==> src/rtl/pe_array_ctrl.sv <==
// pe_array_ctrl: job sequencer for the 2-D mac_tile PE array.
//
// Accepts a job (mode, vector count), then emits the 3-bit tile instruction
// stream into row 0. Each further row sees the same stream one cycle later
// through a flop chain, which forms the diagonal wavefront across the array.
// Load and execute phases throttle on L0 FIFO emptiness.
//
// Configuration macro: PE_ARRAY_CTRL_OS_EN
//   defined   -> output-stationary jobs (mode=1) are supported
//   undefined -> mode is ignored, every job runs weight-stationary
//
// Ports:
//   clk       in   clock, rising edge
//   reset     in   asynchronous active-high reset
//   start     in   job request, taken only while ready=1
//   mode      in   0=WS, 1=OS (latched on accept)
//   num_vec   in   execute vector count (latched on accept)
//   l0_empty  in   L0 FIFO empty, stalls load/execute phases
//   l0_rd     out  L0 read strobe (combinational)
//   inst_row  out  per-row instruction, row r at [3r+2:3r]
//   ready     out  high while idle
//   busy      out  inverse of ready
//   done      out  one-cycle pulse at job completion
module pe_array_ctrl #(
  parameter int col    = 8,
  parameter int row    = 8,
  parameter int len_bw = 8
) (
  input  logic              clk,
  input  logic              reset,
  input  logic              start,
  input  logic              mode,
  input  logic [len_bw-1:0] num_vec,
  input  logic              l0_empty,
  output logic              l0_rd,
  output logic [3*row-1:0]  inst_row,
  output logic              ready,
  output logic              busy,
  output logic              done
);

  localparam logic [2:0] W_IDLE  = 3'b000;
  localparam logic [2:0] W_LOAD  = 3'b001;
  localparam logic [2:0] W_EXEC  = 3'b010;
`ifdef PE_ARRAY_CTRL_OS_EN
  localparam logic [2:0] O_SHIFT = 3'b101;
  localparam logic [2:0] O_EXEC  = 3'b110;
  localparam logic [2:0] O_RESET = 3'b111;
  localparam logic [len_bw-1:0] SHIFT_LAST = len_bw'(row);
`endif

  // Phase counters count 0..N-1, so the terminal values are N-1.
  localparam logic [len_bw-1:0] LOAD_LAST  = len_bw'(col - 1);
  localparam logic [len_bw-1:0] DRAIN_LAST = len_bw'(row + col - 2);

  typedef enum logic [2:0] {
    S_IDLE,
    S_WLOAD,
    S_WEXEC,
    S_DRAIN,
    S_DONE
`ifdef PE_ARRAY_CTRL_OS_EN
    ,
    S_CLR,
    S_OEXEC,
    S_OSHIFT
`endif
  } state_t;

  state_t            state_q, state_d;
  logic [len_bw-1:0] cnt_q, cnt_d;
  logic [len_bw-1:0] nv_q, nv_d;
  logic              os_q, os_d;
  logic [3*row-1:0]  chain_q, chain_d;
  logic [2:0]        code;
  logic [2:0]        idle_code;
  logic              stallable;
  logic              issue;

`ifdef PE_ARRAY_CTRL_OS_EN
  assign stallable = (state_q == S_WLOAD) || (state_q == S_WEXEC) || (state_q == S_OEXEC);
`else
  logic unused_mode;
  assign unused_mode = mode;
  assign stallable   = (state_q == S_WLOAD) || (state_q == S_WEXEC);
`endif

  assign issue     = stallable && !l0_empty;
  assign l0_rd     = issue;
  assign idle_code = {os_q, 2'b00};
  assign ready     = (state_q == S_IDLE);
  assign busy      = !ready;
  assign done      = (state_q == S_DONE);
  assign inst_row  = chain_q;

  always_comb begin
    state_d = state_q;
    cnt_d   = cnt_q;
    nv_d    = nv_q;
    os_d    = os_q;
    code    = idle_code;
    unique case (state_q)
      S_IDLE: begin
        if (start) begin
          nv_d = num_vec;
`ifdef PE_ARRAY_CTRL_OS_EN
          os_d    = mode;
          state_d = mode ? S_CLR : S_WLOAD;
`else
          os_d    = 1'b0;
          state_d = S_WLOAD;
`endif
        end
      end
      S_WLOAD: begin
        if (issue) begin
          code  = W_LOAD;
          cnt_d = cnt_q + 1'b1;
          if (cnt_q == LOAD_LAST)
            state_d = (nv_q == '0) ? S_DRAIN : S_WEXEC;
        end
      end
      S_WEXEC: begin
        if (issue) begin
          code  = W_EXEC;
          cnt_d = cnt_q + 1'b1;
          if (cnt_q == nv_q - 1'b1)
            state_d = S_DRAIN;
        end
      end
`ifdef PE_ARRAY_CTRL_OS_EN
      S_CLR: begin
        code    = O_RESET;
        state_d = (nv_q == '0) ? S_OSHIFT : S_OEXEC;
      end
      S_OEXEC: begin
        if (issue) begin
          code  = O_EXEC;
          cnt_d = cnt_q + 1'b1;
          if (cnt_q == nv_q - 1'b1)
            state_d = S_OSHIFT;
        end
      end
      S_OSHIFT: begin
        // row+1 shifts: one extra for the tile's shift-priming cycle.
        code  = O_SHIFT;
        cnt_d = cnt_q + 1'b1;
        if (cnt_q == SHIFT_LAST)
          state_d = S_DRAIN;
      end
`endif
      S_DRAIN: begin
        cnt_d = cnt_q + 1'b1;
        if (cnt_q == DRAIN_LAST)
          state_d = S_DONE;
      end
      S_DONE: begin
        state_d = S_IDLE;
      end
      default: begin
        state_d = S_IDLE;
      end
    endcase
    // Every phase starts counting from zero.
    if (state_d != state_q)
      cnt_d = '0;
  end

  // Row 0 takes the freshly decoded code; row r takes row r-1's previous value.
  always_comb begin
    chain_d      = chain_q;
    chain_d[2:0] = code;
    for (int r = 1; r < row; r++)
      chain_d[3*r +: 3] = chain_q[3*(r-1) +: 3];
  end

  always_ff @(posedge clk or posedge reset) begin
    if (reset) begin
      state_q <= S_IDLE;
      cnt_q   <= '0;
      nv_q    <= '0;
      os_q    <= 1'b0;
      chain_q <= '0;
    end else begin
      state_q <= state_d;
      cnt_q   <= cnt_d;
      nv_q    <= nv_d;
      os_q    <= os_d;
      chain_q <= chain_d;
    end
  end

endmodule

==> config.mk <==
export PLATFORM = sky130hd
export DESIGN_NAME = pe_array_ctrl
export DESIGN_NICKNAME = d
export VERILOG_FILES = /design/src/rtl/pe_array_ctrl.sv
export SDC_FILE = /design/constraint.sdc
export NUM_CORES = 1
export LEC_CHECK = 0
export ABC_AREA = 1
export BUFFER_PORTS_ARGS = -buffer_cell sky130_fd_sc_hd__buf_2
export CAP_MARGIN = 15
export CORE_ASPECT_RATIO = 0.5
export CORE_MARGIN = 3
export CORE_UTILIZATION = 50
export CTS_BUF_LIST = sky130_fd_sc_hd__clkbuf_2
export CTS_CLUSTER_DIAMETER = 50
export CTS_CLUSTER_SIZE = 28
export DETAILED_ROUTE_END_ITERATION = 10
export GPL_ROUTABILITY_DRIVEN = 0
export PLACE_DENSITY = 0.78
export SYNTH_ARGS = -nofsm -noshare
export SYNTH_HDL_FRONTEND = slang
export SYNTH_SLANG_ARGS = --single-unit
==> constraint.sdc <==
create_clock -name clk -period 5.2 [get_ports clk]
set_clock_uncertainty 0.1 [all_clocks]
set_input_delay 0.26 -clock clk [delete_from_list [all_inputs] [get_ports clk]]
set_output_delay 0.26 -clock clk [all_outputs]
set_load 0.01 [all_outputs]
## Word level (Yosys, flattened, before mapping)

Index checks and enable logic that the tools add are counted.

| word-level totals | value |
|---|---|
| flip-flop bits (word level) | 43 |
| input port bits | 13 |
| output and inout port bits | 28 |
| word-level logic and storage cells | 39 |

| operators by class | value |
|---|---|
| $add $sub $neg | 2 |
| equality and inequality tests | 9 |
| muxes and demuxes | 14 |
| reductions and logical operators | 10 |

Operators with widths:

| kind | number |
|---|---|
| 3-bit 2-to-1 mux | 6 |
| 8-bit 2-to-1 mux | 2 |
| 8-bit case mux with 2 select lines | 1 |
| 3-bit case mux with 4 select lines | 1 |
| 8-bit by 1-bit adder with 8-bit output (second input constant) | 1 |
| 8-bit by 3-bit equality test with 1-bit output (second input constant) | 1 |
| 8-bit by 4-bit equality test with 1-bit output (second input constant) | 1 |
| 8-bit equality test | 1 |
| 8-bit zero test | 1 |
| 8-bit by 1-bit subtractor with 8-bit output (second input constant) | 1 |
| 3-bit by 2-bit equality test with 1-bit output (second input constant) | 2 |
| 2-bit case mux with 2 select lines | 1 |
| 2-bit AND reduction | 2 |
| 3-bit by 1-bit equality test with 1-bit output (second input constant) | 1 |
| 3-bit equality test (second input constant) | 1 |
| 3-bit zero test | 1 |
| 3-bit by 1-bit inequality test with 1-bit output (second input constant) | 1 |
| 3-bit inequality test | 1 |
| 3-bit nonzero test | 1 |
| 1-bit zero test | 2 |
| 1-bit 2-to-1 mux | 2 |
| 2-bit 2-to-1 mux | 1 |
| 2-bit OR reduction | 1 |
| 1-bit logical AND | 1 |
| 1-bit logical OR | 1 |

## Depth between registers and ports, before layout

Gate-level depths: netlist of the first run.

| logic depth | value |
|---|---|
| depth after elaboration | 8 |
| gate-level depth with buffers | 14 |
| gate-level depth less buffers | 14 |

## Least setup slack after synthesis of the first run

No wires, ideal clock.

| timing | value |
|---|---|
| path type | reg2reg |
| start point | register nv_q[0] |
| end point | register cnt_q[0] |
| library setup time | 120 ps |
| required time | 4980 ps |
| stages on the path, launching flop included | 15 |
| slack | 3507 ps |
| clock period less this slack | 1693 ps |
| path buffers | 0 |
| arrival | 1473 ps |
| path through | dfrtp_1 > inv_2 > ha_1 > inv_1 > nand2_1 > nand2_1 > nand2_1 > nor2_1 > nand3_1 > nor2_1 > nand3_2 > nand2_2 > nand2_4 > nand2_8 > nor2_2 |

| between the ends | value |
|---|---|
| longest elaborated chain between the ends | 8 |
| elaborated cells on any way between the ends | 14 |
| those cells by class | add/sub: 1; eq/ne: 3; mux: 7; reduce/logical: 3 |

Ends and longest elaborated chain:

| item | line | RTL |
|---|---|---|
| start, declared | 72 | `logic [len_bw-1:0] nv_q, nv_d;` |
| start signal, assigned | 187 | `nv_q <= nv_d;` |
| 8-bit by 1-bit subtractor with 8-bit output / 8-bit zero test (equally long branches) | 127, 120 |  |
| 8-bit equality test / 1-bit 2-to-1 mux (equally long branches) | 127, 120 |  |
| 3-bit 2-to-1 mux (on tied branches) | 127, 119 |  |
| 3-bit 2-to-1 mux (on tied branches) | 124, 116 |  |
| 3-bit case mux with 4 select lines (*) | 102 | `unique case (state_q)` |
| via state_d[0] | 70 | `state_t state_q, state_d;` |
| 3-bit inequality test (*) | 165 | `if (state_d != state_q)` |
| 3-bit by 1-bit inequality test with 1-bit output (no source line) / 3-bit nonzero test (equally long branches) | n/a |  |
| 2-bit AND reduction (no source line) | n/a |  |
| end signal, assigned | 186 | `cnt_q <= cnt_d;` |
| end, declared | 71 | `logic [len_bw-1:0] cnt_q, cnt_d;` |

Mark *: on every way through the listed nets, which the timed path passes. The rest lies on a longest branch.
A chain may end at the register's enable or synchronous reset.

## Final worst setup path of the first run

| timing | value |
|---|---|
| start point | register nv_q[0] |
| end point | register cnt_q[6] |

The elaborated chain is that of the path after synthesis.

==> results.md, run 1 <==
- Worst Setup End Kind: flop
- Register-to-register setup slack: about 3.2 ns
- Min Tclk post-route: 1.97 ns
- Fmax: 507 MHz
- R2r worst-path depth: 14
- Worst Tran Pin Value: 0.619 ns
- CP Data Required Time: 5.40 ns
- Worst skew pair latency: 0.38 ns
- Gr busiest metal: met2
- Status: finished clean
- Vias: 1456
- Critical R2R Capture: cnt_q[6]$_DFFE_PP0P_
- Starting density of the core: 56.6%
- Port Buf Inserts: 31
- Worst setup path startpoint: nv_q[0]$_DFFE_PP0P_
- M1 GR Usage: between 20% and 30%
- Antenna diodes: 0
- First-pass GRT wire length: 6.27 mm
- Max_cap viols: 0
- Worst r2r src: nv_q[0]$_DFFE_PP0P_
- Place WS: 3.26 ns
- Clk buf depth: 2
- Grt ovf: 0
- Sequential share of the synthesized area: 47.5%
- Non-filler cells, final: 305
- Placed Instances: 289
- Number of DRC markers in iteration 0: 65
- Die Wd: 91.9 um
- CTS Hold Bufs: 3
- P_leak: roughly 1.1 nW
- RSZ-0062 raised after global routing: false
- Num CTS Buffers: 5
- Core area: 3260 um^2
- Ys async rst share: 100%
- Maximum fanout along the worst path: 8
- DR vias/cell: 4.77
- Met3 GRT Util: a little under 6%
- Post-cts resize count: 0
- Startpoint types: flop
- Final Hold Slack: just over 0.03 ns
- IO Pins: 41
- CP Class: flop to flop
- Fin nets: 272
- Global-route usage over all layers: 18.0%
- Met2 usage: between 20% and 30%
- Final setup fails: 0
- Total wire length: 3.72 mm
- Final period util: 37.9%
- Detailed placer's ending HPWL: 2.84 mm
- Post-Syn Area: 1840 um^2
- Cells after Synth: 211
- Drt pass-1 iters: 4
- Root Driver: clkbuf_2
- Share of cells above drive strength 1: 33.1%
- Area growth from synthesis to layout: 16.6%
- Distinct cells, synth: 31
- CTS tree: yes
- Pins Over Slew Limit: 0
- Residual DRC: 0
- Sink Count: 35
- Hold Crit Class: input port to flop
- EDFF count, synth: 0
- Setup crit end: cnt_q[6]$_DFFE_PP0P_
- Setup TNS: 0 ns
- Routed len/inst: 12.2 um
- Final WS setup: 3.23 ns
- VDD IR-drop max: ~0.18 mV
- Most used DFF post-synth: dfrtp_1
- Crit path arrival time: between 2 and 2.5 ns
- Vias in the first global route: between 1k and 1.5k
- Final ANT Viol Nets: 0
- Pwr dens: 449 nW/um^2
- Number of synthesized register bits: 35
- Die area: 4490 um^2
- Setup repair bufs after CTS: 0
- Die Y: ~49 um
- Fin. Hold Viols: 0
- Core Rows: 14
- H-Tree Depth: 2
- Reg clk slew, reported paths: 0.18 ns
- Initial antenna violation count: 0
- Synth Area per Inst: 8.73 um^2
- Headroom to the max-slew limit: 58.7%
- Largest net degree at the start of global routing: 21
- YS warnings: 0
==> critical path: stages, from the launching register on <==
cell     delay (ns)
dfrtp_1        0.43
inv_2          0.13
ha_1           0.27
inv_1          0.06
nand2_1        0.04
nand2_1        0.05
nand2_1        0.05
nor2_1         0.11
nand3_1        0.10
nor2_1         0.13
nand3_2        0.10
nand2_2        0.11
nand2_4        0.07
nand2_8        0.10
nor2_2         0.04
==> logic make-up (layout without fill, tap and decap cells) <==
group	after synthesis	count (layout)	share of synthesized area (%)
other	1	8	0.203
buffers and inverters	42	81	10.3
multiplexers	3	3	1.77
adder cells (fa/ha/maj)	3	3	2.04
AND/OR/NAND/NOR	110	110	31.8
XOR/XNOR	5	5	2.38
flip-flops	35	35	47.5
AO/OA/AOI/OAI	12	12	4.07
==> state kept, by name, indices dropped and copies added, names as in the netlist <==
register  cells
inst_row     16
cnt_q         8
nv_q          8
state_q       3
==> worst min path at each step <==
| stage | start | to | slack [ns] | cells after the start |
|---|---|---|---|---|
| 5_1_grt | num_vec[0] | nv_q[0]$_DFFE_PP0P_ | 0.01 | 3 |
| 2_1_floorplan | l0_empty | inst_row[0]$_DFF_PP0_ | 0.24 | 1 |
| 4_1_cts | num_vec[6] | nv_q[6]$_DFFE_PP0P_ | 0.001 | 2 |
| 3_5_place_dp | inst_row[4]$_DFF_PP0_ | inst_row[7]$_DFF_PP0_ | 0.26 | 0 |
| 6_report | num_vec[7] | nv_q[7]$_DFFE_PP0P_ | 0.03 | 3 |
| 3_3_place_gp | inst_row[4]$_DFF_PP0_ | inst_row[7]$_DFF_PP0_ | 0.25 | 0 |
==> synthesized netlist by cell type, types with 2 or more instances <==
| cell | instances | area [um^2] |
|---|---|---|
| dfrtp_1 | 35 | 876 |
| inv_2 | 10 | 37.5 |
| nand3_2 | 5 | 50.1 |
| nand2_2 | 6 | 37.5 |
| xor2_1 | 4 | 35.0 |
| mux2_2 | 2 | 22.5 |
| nor2_2 | 12 | 75.1 |
| buf_4 | 8 | 60.1 |
| inv_1 | 21 | 78.8 |
| nor3_1 | 2 | 10.0 |
| ha_1 | 3 | 37.5 |
| nor2_1 | 16 | 60.1 |
| clkinv_1 | 2 | 7.51 |
| nand2_1 | 41 | 154 |
| a21oi_1 | 7 | 35.0 |
| nand3_1 | 16 | 80.1 |
| nand4_1 | 4 | 25.0 |
| o21ai_0 | 2 | 10.0 |
| nand2_4 | 3 | 33.8 |
==> power by group <==
part / internal, mW / switching, mW
clock network: 0.0343 / 0.0932
registers: 0.345 / 0.0765
logic: 0.158 / 0.258
total: 0.538 / 0.427
==> layer usage <==
layer	wire length (um)	vias up
li1	-	734
met1	1750	671
met2	1690	47
met3	253	4
met4	23	0
met5	0	-
==> stage by stage <==
step	area (um^2)	power, mW	util (%)
after floorplan	1870	0.730	-
after global placement	2030	0.817	62.2
after detailed placement	2030	0.836	62.2
after CTS	2100	0.966	64.4
after global routing	2150	1.05	66.0
final	2150	0.966	66.0
==> layout make-up <==
cell class / count / area, um^2
fill: 271 / 1110
sequential: 35 / 876
multi-input combinational: 141 / 805
timing repair buffer: 40 / 243
inverter: 33 / 124
tap: 48 / 60.1
clock buffer: 6 / 30.0
clock inverter: 2 / 12.5
==> cell usage in the layout, fill, tap and decap left out <==
cell type,count
a21oi_1,7
a21oi_2,1
buf_2,31
buf_4,1
clkbuf_2,6
clkinv_1,2
clkinv_2,1
clkinvlp_4,1
conb_1,8
dfrtp_1,35
dlygate4sd3_1,8
ha_1,3
inv_1,21
inv_2,10
mux2_2,2
mux2i_1,1
nand2_1,41
nand2_2,6
nand2_4,3
nand2_8,1
nand3_1,16
nand3_2,5
nand4_1,4
nor2_1,16
nor2_2,12
nor2_4,1
nor3_1,2
nor3_2,1
nor3b_2,1
o211ai_2,1
o21ai_0,2
o21ai_2,1
or2_1,1
xnor2_1,1
xor2_1,4
Note: power is estimated with default switching activity, not from simulation.
==> run 2: changes to the inputs <==
- ABC_AREA: 1 -> 0
- clock period: 5.2 -> 1.9 ns (I/O delays scaled with it)
==> results.md, run 2 <==
- Routed len/inst: 14.5 um (+19%)
- Critical path depth in cells: 6 (-8)
- Most used DFF post-synth: dfrtp_1
- Die area: 4310 um^2 (-4.2%)
- Vias: 1472 (+1.1%)
- Total wire length: 4.13 mm (+11%)
- Min Tclk post-route: 2.20 ns (+0.228 ns)
- Top Family by Delay on Critical Path: simple AND/OR/NAND/NOR gates
- Headroom to the max-slew limit: 62.4% (+3.7 points)
- Reg clk slew, reported paths: 0.19 ns (about the same)
- Final WS setup: -0.298 ns (-3.53 ns)
- YS warnings: 0 (unchanged)
- Starting density of the core: 55.4% (-1.1 points)
- Post-Syn Area: 1760 um^2 (-4.6%)
- Detailed placer's ending HPWL: 2.79 mm (-2.0%)
- Yosys top cell by area: dfrtp_1
- Antenna diodes: 0 (unchanged)
- Worst Tran Pin Value: 0.549 ns (-0.0694 ns)
- Area growth from synthesis to layout: 34.5%
- Startpoint types: flop
- Die Wd: 89.9 um (-2.2%)
- Commonest non-fill, non-tap cells in the layout: 35 x dfrtp_1, 31 x buf_2, 29 x buf_4
- Yosys top cell area share: 49.8% (+2.3 points)
- Share of cells above drive strength 1: 36.3% (+3.2 points)
- Root Driver: clkbuf_2
- H-Tree Depth: 2 (unchanged)
- Failing checks: setup timing
- Final ANT Viol Nets: 0 (unchanged)
- Fmax: 455 MHz (-10%)
- Maximum fanout along the worst path: 9 (+1)
- Buf/Inv on CP: 1 (-1)
- Sink Count: 35 (unchanged)
- HP Start: start
- Cells after Synth: 165 (-22%)
- Max_cap viols: 0 (unchanged)
- Drt pass-1 iters: 5 (+1)
- Total power: 3.49 mW (+260%)
- Slowest CP cell: or4_4
- RSZ-0062 raised after global routing: true
- Sequential share of the synthesized area: 49.8% (+2.3 points)
- Final Hold Slack: 0.0573 ns (+0.0262 ns)
- Worst skew pair latency: 0.38 ns (about the same)
- Pwr dens: 1480 nW/um^2 (+230%)
- Met2 usage: 33.2% (+5.6 points)
- Synth Area per Inst: 10.7 um^2 (+22%)
- CP Data Required Time: 2.09 ns (-3.31 ns)
- Fin. Hold Viols: 0 (unchanged)
- Max reg flops: 16 (unchanged)
- Grt ovf: 0 (unchanged)
- Fin nets: 252 (-7.4%)
- Crit path arrival time: 2.39 ns (+0.22 ns)
- Die Y: 47.9 um (-2.0%)
- Number of DRC markers in iteration 0: 96 (+48%)
- Largest cells by area after synthesis: dfrtp_1 50%, xor2_1 4.0%, mux2_2 3.8%
- Hold Crit Class: input port to flop
- Crit path largest cell delay: 0.58 ns (+0.15 ns)
- Number of synthesized register bits: 35 (unchanged)
- Worst Setup End Kind: flop
- CP cell instances: or4_4 > o221a_1 > a211oi_2 > a211oi_4 > buf_12 > or2_1
- Initial antenna violation count: 0 (unchanged)
- VDD IR-drop max: 0.550 mV (+200%)
- IO Pins: 41 (unchanged)
- Status: finished with violations
- EDFF count, synth: 0 (unchanged)
- Register-to-register setup slack: -0.30 ns (-3.53 ns)
- Most common cell after layout, fill and taps aside: dfrtp_1
- P_leak: 1.17 nW (+2.5%)
- WHS Path Cells: 5 (+2)
- Core Rows: 14 (unchanged)
- Hold endpoint: cnt_q[4]$_DFFE_PP0P_
- Largest net degree at the start of global routing: 36 (+71%)
- Critical R2R Capture: state_q[0]$_DFF_PP0_
- Gr busiest metal: met2
- Top post-synthesis cells by count: 35 x dfrtp_1, 17 x nand2_1, 13 x nor2_1
- Vias in the first global route: 1302 (-2.2%)
- Final setup fails: 9 (+9)
- Most common cell in the netlist: dfrtp_1
- Distinct cells, synth: 48 (+55%)
- DR vias/cell: 5.16 (+8.2%)
- Num CTS Buffers: 5 (unchanged)
- Core area: 3170 um^2 (-2.7%)
- Ys async rst share: 100% (unchanged)
- Clk buf depth: 2 (unchanged)
- Pins Over Slew Limit: 0 (unchanged)
- R2r worst-path depth: 6 (-8)
- First-pass GRT wire length: 6.24 mm (-0.45%)
- CTS tree: yes
- M1 GR Usage: 24.8% (+0.75 points)
- Global-route usage over all layers: 19.4% (+1.4 points)
- Worst r2r src: nv_q[3]$_DFFE_PP0P_
- CP Class: flop to flop
- Residual DRC: 0 (unchanged)
- Final period util: 116% (+78 points)
- Port Buf Inserts: 31 (unchanged)
- Met3 GRT Util: 6.12% (+0.27 points)
## run 2: changes by cell type in the layout (fill, tap and decap cells not counted), sizes merged, moves of 6 or more
cell,change
nor2,-16
inv,-22
buf,+29
nand2,-34
xnor2,+6
nand3,-17
a211oi,+6
## run 2: cell families after synthesis
family / count (synthesis) / synth area share, %
XOR/XNOR: 15 / 7.47
AND/OR/NAND/NOR: 58 / 18.0
buffers and inverters: 23 / 6.83
AO/OA/AOI/OAI: 24 / 11.7
adder cells (fa/ha/maj): 3 / 2.14
flip-flops: 35 / 49.8
multiplexers: 6 / 3.84
other: 1 / 0.213
## run 2: timing repair
action | 4_1_cts | 5_1_grt
gates resized for setup | 3 | 0
hold buffers | 10 | 0
endpoints found under the setup margin | 15 | 9
buffers inserted | 0 | 5
pin swaps | 1 | 4
endpoints found under the hold margin | 45 | 0
## run 2: stage by stage
| stage | worst slack (ns) | instances | utilization, % | setup TNS, ns | instance area (um^2) |
|---|---|---|---|---|---|
| 6_report | -0.298 | 285 | 74.6 | -2.13 | 2360 |
| 5_1_grt | -0.340 | 285 | 74.6 | -2.63 | 2360 |
| 4_1_cts | -0.211 | 282 | 73.5 | -1.76 | 2330 |
| 3_3_place_gp | -0.118 | 264 | 67.0 | -1.05 | 2120 |
| 2_1_floorplan | -0.0639 | 172 | - | -0.219 | 1790 |
| 3_5_place_dp | -0.198 | 264 | 67.0 | -1.68 | 2120 |
## run 2: final cells by class
type | instances | area (um^2)
clock buffer | 5 | 25.0
clock inverter | 3 | 67.6
fill | 217 | 806
inverter | 9 | 33.8
multi-input combinational | 114 | 810
sequential | 35 | 876
tap | 48 | 60.1
timing repair buffer | 71 | 493
## run 2: worst max path at each step
stage                        start              endpoint  slack [ns]
6_report       nv_q[3]$_DFFE_PP0P_  state_q[0]$_DFF_PP0_       -0.30
5_1_grt        nv_q[3]$_DFFE_PP0P_  state_q[0]$_DFF_PP0_       -0.34
4_1_cts        nv_q[1]$_DFFE_PP0P_  state_q[0]$_DFF_PP0_       -0.21
3_5_place_dp   nv_q[1]$_DFFE_PP0P_  cnt_q[6]$_DFFE_PP0P_       -0.20
3_3_place_gp   nv_q[1]$_DFFE_PP0P_  cnt_q[5]$_DFFE_PP0P_       -0.12
2_1_floorplan  nv_q[0]$_DFFE_PP0P_  state_q[0]$_DFF_PP0_       -0.06
## run 2: metal layers
metal	routed length [um]	vias to the layer above
met2	1850	74
met5	0	-
met1	1860	691
met3	383	5
li1	-	702
met4	40	0
## run 2: report_power, final
| part | total [mW] | switching [mW] | internal, mW | leakage, nW |
|---|---|---|---|---|
| registers | 1.18 | 0.201 | 0.981 | 0.450 |
| logic | 1.71 | 0.854 | 0.853 | 0.675 |
| clock network | 0.606 | 0.252 | 0.354 | 0.0492 |
| total | 3.49 | 1.31 | 2.19 | 1.17 |
## run 2: worst register-to-register path, stage by stage (launching register included)
cell and delay [ns]:
dfrtp_1 0.45, or4_4 0.58, o221a_1 0.27, a211oi_2 0.27, a211oi_4 0.11, buf_12 0.15
or2_1 0.20
==> run 3: changes to the inputs <==
- ABC_AREA: 0 -> 1
==> results.md, run 3 (synthesis gave the netlist of run 1 again) <==
- Global-route usage over all layers: 20.7% (+1.3 points)
- Commonest non-fill, non-tap cells in the layout: 41 x nand2_1, 33 x dfrtp_1, 31 x buf_2
- Antenna diodes: 0 (unchanged)
- Non-filler cells, final: 319 (+12%)
- CP Class: flop to flop
- Die Y: 48.9 um (+2.1%)
- Clk pwr share: 12.6% (-4.7 points)
- Vias: 1565 (+6.3%)
- Grt ovf: 0 (unchanged)
- Root Driver: clkbuf_2
- VDD IR-drop max: 0.502 mV (-8.7%)
- Die Wd: 91.9 um (+2.2%)
- DR vias/cell: 4.91 (-5.0%)
- Maximum fanout along the worst path: 8 (-1)
- Largest net degree at the start of global routing: 21 (-42%)
- CP Data Required Time: 2.10 ns (about the same)
- Final ANT Viol Nets: 0 (unchanged)
- Total wire length: 4.28 mm (+3.5%)
- Residual DRC: 0 (unchanged)
- Max reg flops: 16 (unchanged)
- Port Buf Inserts: 31 (unchanged)
- Final WS setup: 0.0251 ns (+0.324 ns)
- Sink Count: 35 (unchanged)
- Detailed placer's ending HPWL: 3.10 mm (+11%)
- Crit path arrival time: 2.07 ns (-0.32 ns)
- Die area: 4490 um^2 (+4.4%)
- Fin. Hold Viols: 0 (unchanged)
- Final core occ: 70.5% (-4.1 points)
- Area of the multi-input gates: 827 um^2 (+2.2%)
- Number of fill cells in the layout: 245 (+13%)
- Register share of total power: 40.1% (+6.3 points)
- CP cell instances: buf_4 > nor2_4 > nand2_2 > nor2_2 > nand2_1 > nand3_1 > nand2_1 > inv_1 > nand3_2 > nand2_2 > nand2_4 > nand2_8 > nor2_2
- Max_cap viols: 0 (unchanged)
- Final setup fails: 0 (-9)
- Final period util: 98.7% (-17 points)
- Pwr dens: 1250 nW/um^2 (-16%)
- Min Tclk post-route: 1.87 ns (-0.324 ns)
- Startpoint types: flop
- Number of DRC markers in iteration 0: 116 (+21%)
- Pint: 1.60 mW (-27%)
- Place WS: -0.00117 ns (+0.197 ns)
- Routed len/inst: 13.4 um (-7.5%)
- R2r worst-path depth: 13 (+7)
- Logic pwr share: 47.3% (-1.6 points)
- Core Rows: 14 (unchanged)
- Slowest CP cell: dfrtp_1
- Placed Instances: 294 (+11%)
- Clk buf depth: 2 (unchanged)
- Core area: 3260 um^2 (+2.8%)
- First-pass GRT wire length: 7.36 mm (+18%)
- Area growth from synthesis to layout: 24.6%
- Hold Crit Class: input port to async pin
- Status: finished clean
- Drt pass-1 iters: 4 (-1)
- Starting density of the core: 56.6% (+1.1 points)
- CTS tree: yes
- Vias in the first global route: 1616 (+24%)
- Pins Over Slew Limit: 0 (unchanged)
- Reg clk slew, reported paths: 0.19 ns (about the same)
- Placed cell area: 2060 um^2 (-2.8%)
- Share of cells above drive strength 1: 36.5% (+0.24 points)
- NetSw: 1.27 mW (-3.0%)
- Worst Setup End Kind: flop
- P_leak: 1.21 nW (+3.2%)
- FF+latch area: 878 um^2 (+0.29%)
- Post-route cell area: 2300 um^2 (-2.9%)
- Switching fraction of total power: 44.2% (+6.8 points)
- Num CTS Buffers: 5 (unchanged)
- Crit path largest cell delay: 0.43 ns (-0.15 ns)
- IO Pins: 41 (unchanged)
- RSZ-0062 raised after global routing: true
- Most common cell after layout, fill and taps aside: nand2_1
- H-Tree Depth: 2 (unchanged)
- Initial antenna violation count: 0 (unchanged)
- Worst skew pair latency: 0.39 ns (about the same)
- Fin nets: 286 (+13%)
- Fmax: 533 MHz (+17%)
==> run 3: per-layer routing <==
layer,up-vias,routed length (um),GRT usage (%),share of wire [%]
met4,0,72,8.37,1.7
met1,737,1800,26.4,42
met5,-,0,0,0
li1,759,-,-,-
met3,10,364,5.86,8.5
met2,59,2040,33.3,48
==> run 3: power by group through the flow <==
| stage | combinational, mW | clock (mW) | sequential [mW] |
|---|---|---|---|
| after CTS | 1.27 | 0.369 | 1.15 |
| final | 1.36 | 0.361 | 1.15 |
| after global placement | 1.15 | 0 | 1.15 |
| after global routing | 1.51 | 0.405 | 1.18 |
| after floorplan | 0.845 | 0 | 1.15 |
| after detailed placement | 1.20 | 0 | 1.16 |
==> run 3: timing repair <==
| item | 4_1_cts | 5_1_grt |
|---|---|---|
| buffers inserted | 0 | 2 |
| resized for setup | 1 | 8 |
| endpoints found under the hold margin | 46 | 0 |
| hold buffers | 15 | 0 |
| endpoints found under the setup margin | 8 | 13 |
| pin swaps | 0 | 8 |
==> run 3: final timing paths <==
check	from	end	slack (ns)
max	nv_q[1]$_DFFE_PP0P_	cnt_q[2]$_DFFE_PP0P_	0.03
min	reset	nv_q[3]$_DFFE_PP0P_	0.13
max reg2reg	nv_q[1]$_DFFE_PP0P_	cnt_q[2]$_DFFE_PP0P_	0.03
min reg2reg	inst_row[4]$_DFF_PP0_	inst_row[7]$_DFF_PP0_	0.29
max in group asynchronous	reset	inst_row[3]$_DFF_PP0_	1.35
min in group clk	inst_row[4]$_DFF_PP0_	inst_row[7]$_DFF_PP0_	0.29
==> run 3: worst max-delay path, delay by kind of cell, from the launching register on <==
family / cells / cell delay [ns]
AND/OR/NAND/NOR: 11 / 0.99
flip-flops: 1 / 0.43
buffers and inverters: 2 / 0.24
==> run 3: per-stage QoR <==
step / hold WS (ns) / setup TNS [ns] / total power, mW
6_report: 0.131 / 0 / 2.87
5_1_grt: 0.127 / -0.907 / 3.09
4_1_cts: 0.124 / 0 / 2.79
3_5_place_dp: 0.0302 / -0.00117 / 2.36
3_3_place_gp: 0.0287 / 0 / 2.30
2_1_floorplan: 0.0728 / 0 / 2.00
==> run 3: area by class of cell <==
type	instances	share of cell area, %
sequential	35	38.2
multi-input combinational	141	36.0
timing repair buffer	54	15.9
inverter	33	5.39
tap	48	2.61
clock buffer	6	1.31
clock inverter	2	0.545
